<file path="config.mk">
export PLATFORM = sky130hd
export DESIGN_NAME = cnn_mem_host_if
export DESIGN_NICKNAME = d
export VERILOG_FILES = /design/src/rtl/cnn_mem_host_if.sv
export SDC_FILE = /design/constraint.sdc
export NUM_CORES = 1
export LEC_CHECK = 0
export CORE_MARGIN = 2
export CORE_UTILIZATION = 54
export CTS_BUF_LIST = sky130_fd_sc_hd__clkbuf_4 sky130_fd_sc_hd__clkbuf_8
export DETAILED_ROUTE_END_ITERATION = 8
export PLACE_DENSITY = 0.82
export SYNTH_ARGS = -nofsm -noshare
export SYNTH_HDL_FRONTEND = slang
export SYNTH_SLANG_ARGS = --single-unit
</file>
<file path="constraint.sdc">
create_clock -name clk -period 3.7 [get_ports clk]
set_input_delay 0.37 -clock clk [delete_from_list [all_inputs] [get_ports clk]]
set_output_delay 0.37 -clock clk [all_outputs]
set_load 0.05 [all_outputs]
</file>
<file path="src/rtl/cnn_mem_host_if.sv">
// Host-side Avalon-MM initiator for the cnn_mem byte-wide slave port.
// Turns load commands plus a byte stream into same-address write bursts,
// and readback commands into single read cycles delivered on a
// ready/valid byte stream.
module cnn_mem_host_if #(
  parameter int ADDR_W       = 19,
  parameter int READ_LATENCY = 2
) (
  input  logic              clk,
  input  logic              reset,
  input  logic              cmd_valid,
  output logic              cmd_ready,
  input  logic              cmd_op,
  input  logic [2:0]        cmd_region,
  input  logic [ADDR_W-1:0] cmd_len,
  input  logic              s_valid,
  output logic              s_ready,
  input  logic [7:0]        s_data,
  output logic              m_valid,
  input  logic              m_ready,
  output logic [7:0]        m_data,
  output logic              av_chipselect,
  output logic              av_write,
  output logic              av_read,
  output logic [ADDR_W-1:0] av_address,
  output logic [7:0]        av_writedata,
  input  logic [7:0]        av_readdata,
  output logic              busy,
  output logic              done
);

  typedef enum logic [2:0] {IDLE, LOAD, RD_ISSUE, RD_WAIT, RD_OUT, DONE} state_t;

  localparam logic [2:0] RL = 3'(READ_LATENCY);

  state_t            state, state_nxt;
  logic              started;
  logic [2:0]        region_q;
  logic [ADDR_W-1:0] len_q;
  logic [ADDR_W-1:0] idx_q;
  logic [ADDR_W-1:0] rem_q;
  logic [2:0]        wait_cnt;
  logic              wr_vld_p1;
  logic [7:0]        wr_data_p1;
  logic              accept;
  logic              byte_acc;
  logic              last_idx;

  // started keeps cmd_ready low until the first clock after reset release
  assign cmd_ready     = started && (state == IDLE);
  assign accept        = cmd_valid && cmd_ready;
  assign s_ready       = (state == LOAD);
  assign byte_acc      = s_valid && s_ready;
  assign last_idx      = (idx_q == len_q - ADDR_W'(1));
  assign m_valid       = (state == RD_OUT);
  assign av_read       = (state == RD_ISSUE);
  assign av_write      = wr_vld_p1;
  assign av_chipselect = av_read || av_write;
  assign av_address    = av_read  ? idx_q :
                         av_write ? {{(ADDR_W-3){1'b0}}, region_q} : '0;
  assign av_writedata  = av_write ? wr_data_p1 : 8'h00;
  assign busy          = (state != IDLE);
  assign done          = (state == DONE);

  // State register and post-reset start flag
  always_ff @(posedge clk or negedge reset) begin
    if (!reset) begin
      state   <= IDLE;
      started <= 1'b0;
    end else begin
      state   <= state_nxt;
      started <= 1'b1;
    end
  end

  // Next-state decision for command sequencing
  always_comb begin
    state_nxt = state;
    case (state)
      IDLE: begin
        if (accept) begin
          if (cmd_len == '0) state_nxt = DONE;
          else if (cmd_op)   state_nxt = RD_ISSUE;
          else               state_nxt = LOAD;
        end
      end
      LOAD:     if (byte_acc && (rem_q == ADDR_W'(1))) state_nxt = DONE;
      RD_ISSUE: state_nxt = RD_WAIT;
      RD_WAIT:  if (wait_cnt == RL) state_nxt = RD_OUT;
      RD_OUT:   if (m_ready) state_nxt = last_idx ? DONE : RD_ISSUE;
      DONE:     state_nxt = IDLE;
      default:  state_nxt = IDLE;
    endcase
  end

  // Command context, byte/index counters and write-data stage
  always_ff @(posedge clk) begin
    if (accept) begin
      region_q <= cmd_region;
      len_q    <= cmd_len;
      rem_q    <= cmd_len;
      idx_q    <= '0;
    end
    if (byte_acc) rem_q <= rem_q - ADDR_W'(1);
    if (m_valid && m_ready && !last_idx) idx_q <= idx_q + ADDR_W'(1);
    wr_data_p1 <= s_data;
  end

  // Write strobe stage, read-latency counter and read-data capture
  always_ff @(posedge clk or negedge reset) begin
    if (!reset) begin
      wr_vld_p1 <= 1'b0;
      wait_cnt  <= '0;
      m_data    <= '0;
    end else begin
      wr_vld_p1 <= byte_acc;
      if (state == RD_ISSUE)     wait_cnt <= 3'd1;
      else if (state == RD_WAIT) wait_cnt <= wait_cnt + 3'd1;
      if ((state == RD_WAIT) && (wait_cnt == RL)) m_data <= av_readdata;
    end
  end

endmodule
</file>
==> results.py <==
metrics = {
    "critical_path": {
        "crit_buf_inv": 2,
        "cp.arrival_ns": 3.35,
        "crit_path_end_kind": "flip-flop",
        "path_cells": "inv_1, ha_1, or3b_1, o31a_1, nor4_1, and3b_1, nand4_1, or2_0, a21o_1, buf_4",
        "start_kind": "flip-flop",
        "cp_max_fo": 19,
        "crit_family": "simple AND/OR/NAND/NOR gates",
        "critical-path-max-stage-delay_ns": 0.48,
        "crit_type": "flip-flop to flip-flop",
        "cp.required_ns": 3.80,
        "cp_slowest_cell": "or3b_1",
    },
    "floorplan": {
        "core-area_mm2": 0.00830,
        "die_h_um": 96.9,
        "pin_count": 87,
        "dieArea_mm2": 0.00939,
        "start_util_pct": 56.1,
        "row_count": 33,
        "die_x_um": 96.9,
    },
    "pwr": {
        "intPower_uw": 2220,
        "ir_worst_vdd_mv": 0.475,
        "p_leak_uw": 0.00213,
        "power.switching_uw": 1380,
        "powerDensity_mw_per_mm2": 619,
        "pwr-share-seq_pct": 40.7,
        "switching_share_pct": 38.4,
        "combPwrFrac_pct": 37.3,
        "pwr-share-clk_pct": 22.1,
    },
    "synth": {
        "yosysSeqAreaShare_pct": 50.7,
        "yosysUniqueCellTypes": 66,
        "synth-edff-count": 60,
        "synth_top_area_cell": "edfxtp_1",
        "synth.area.top_cells": "edfxtp_1 39%, dfrtp_1 8.6%, xor2_1 5.3%, xnor2_1 4.7%, dfxtp_1 3.4%",
        "syn_nets": 497,
        "synth_most_common_cell": "edfxtp_1",
        "async_flop_share_pct": 19.0,
        "synth_top_area_share_pct": 38.7,
        "synth-main-ff-cell": "edfxtp_1",
        "ys_top_cells_by_count": "60 x edfxtp_1, 36 x nor2_1, 30 x nor3_1, 28 x xor2_1",
        "synth_area_mm2": 0.00466,
        "syn_inst": 447,
        "ys_ff_latch": 84,
        "postSynthAreaPerCell_um2": 10.4,
        "yosys_warnings": 0,
    },
    "timing": {
        "tns_ns": 0,
        "hold_ws_ns": 0.454,
        "final.setup_skew_ns": 0.0123,
        "drv_slew": 0,
        "fin_crit_ns": 3.26,
        "hold_viol": 0,
        "relSlewSlack_pct": 48.8,
        "finalCritPeriodShare_pct": 88.0,
        "rsz0062_at_grt": "false",
        "worst_pin_slew_ns": 0.766,
        "finalSetupViolCount": 0,
        "max_freq_ghz": 0.307,
    },
    "run": {
        "drv_cap": 0,
    },
    "cells_and_area": {
        "final_nets": 577,
        "area_growth_pct": 25.1,
        "diodes": 0,
        "drive_gt1_share_pct": 8.08,
    },
    "routing": {
        "drcViolationCount": 0,
        "via_per_inst": 5.96,
        "vias": 3794,
        "drt_wl_total_mm": 11.2,
        "post_drt_wl_per_cell_um": 17.6,
        "drt_iter0_markers": 252,
        "drt.antenna.violating_nets": 0,
        "firstDrtPassIters": 5,
    },
    "cts": {
        "ctsHoldBuffers": 0,
        "cts-root-buf": "clkbuf_8",
        "cts_buffers": 9,
        "clockBufferDepth": 2,
        "post_cts_buffers": 0,
        "clk_latency_ns": 0.35,
        "cts_tree": "done",
        "path_clk_slew_ns": 0.08,
        "cts_resized": 0,
        "htreeDepth": 3,
        "clock_sinks": 84,
    },
    "global_routing": {
        "antenna_found_initial": 0,
        "grt_first_pass_wirelength_mm": 18.2,
        "grt_usage_pct": 23.9,
        "globalRouteOverflowTotal": 0,
        "grt_max_degree": 24,
        "grt_pass1_vias": 3812,
    },
    "worst_hold_path": {
        "hp-class": "input pin to flip-flop",
    },
    "placement": {
        "dp_hpwl_mm": 8.06,
        "place_congestion": 0.952,
        "io_buffers": 86,
    },
    "status": {
        "status": "complete, no violations",
    },
}
==> power by group through the flow <==
stage / Combinational (µW) / Sequential (µW) / Clock (µW)
global placement: 1300 / 1460 / 0
floorplan: 890 / 1480 / 0
global route: 1440 / 1490 / 847
finish: 1340 / 1470 / 796
detailed placement: 1330 / 1480 / 0
CTS: 1350 / 1460 / 803
==> worst paths after layout <==
| path | from | slack [ns] | end | depth (start not counted) |
|---|---|---|---|---|
| worst max-delay path | len_q[0]$_DFFE_PP_ | 0.44 | idx_q[13]$_SDFFCE_PN0P_ | 10 |
| worst min-delay path | s_data[3] | 0.45 | wr_data_p1[3]$_DFF_P_ | 1 |
| worst max register to register | len_q[0]$_DFFE_PP_ | 0.44 | idx_q[13]$_SDFFCE_PN0P_ | 10 |
| worst min register to register | m_data[1]$_DFFE_PN0P_ | 0.51 | m_data[1]$_DFFE_PN0P_ | 1 |
| max in group asynchronous | reset | 2.76 | state[1]$_DFFE_PN0P_ | 1 |
| min in group asynchronous | reset | 0.46 | m_data[2]$_DFFE_PN0P_ | 1 |
==> layout make-up <==
type,instances,area [µm²]
Tap cell,105,131
Sequential cell,84,2360
Clock buffer,11,145
Clock inverter,5,98.8
Timing Repair Buffer,92,906
Fill cell,611,2470
Inverter,15,56.3
Multi-Input combinational cell,325,2130
==> kinds of logic (layout without fill, tap and decap cells) <==
kind of cell | Yosys count | after routing | synth area share, %
other | 1 | 1 | 0.0805
AO/OA/AOI/OAI | 56 | 56 | 8.00
AND/OR/NAND/NOR | 201 | 201 | 24.1
XOR/XNOR | 53 | 53 | 9.96
adder cells (fa/ha/maj) | 6 | 6 | 1.61
buffers and inverters | 38 | 123 | 3.60
flip-flops | 84 | 84 | 50.7
multiplexers | 8 | 8 | 1.93
==> layer usage <==
layer / GRT usage [%] / vias to the layer above / routed length [µm]
li1: - / 1800 / -
met1: 28.7 / 1814 / 4570
met2: 41.8 / 142 / 5630
met3: 4.41 / 38 / 607
met4: 10.6 / 0 / 397
met5: 0 / - / 0
==> flip-flops by register name, summed over array words and instances, names as in the netlist <==
signal / flops
av_write: 1
region_q: 3
m_data: 8
wr_data_p1: 8
len_q: 19
wait_cnt: 3
started: 1
state: 3
idx_q: 19
rem_q: 19
==> cell usage in the layout, fill, tap and decap left out, types with 3 or more instances in the layout <==
cell,synthesis,final
edfxtp_1,60,60
clkdlybuf4s50_1,0,86
nand2_1,25,25
and2_1,11,11
a21oi_1,22,22
ha_1,6,6
nand2b_1,4,4
dfxtp_1,8,8
xor2_1,28,28
dfrtp_1,16,16
clkbuf_8,0,10
inv_1,15,15
nor2_1,36,36
and3_2,3,3
bufinv_16,0,3
buf_4,1,6
and3_1,24,24
o21ai_0,7,7
o31a_1,4,4
or3_1,4,4
a31oi_1,4,4
nor4_1,17,17
mux2_2,8,8
nand4_1,8,8
nand3_1,16,16
nor3_1,30,30
xnor2_1,25,25
==> stage by stage <==
step                      total power (µW)  setup slack, ns  utilization (%)  cells  cell area [µm²]
after CTS                             3610            0.462             70.2    637             5830
after global routing                  3770            0.268             70.2    637             5830
after global placement                2770            0.610             67.3    621             5590
after detailed placement              2810            0.496             67.3    621             5590
after floorplan                       2370            0.367                -    447             4660
final                                 3610            0.445             70.2    637             5830
Power figures use the tool's default switching activity.
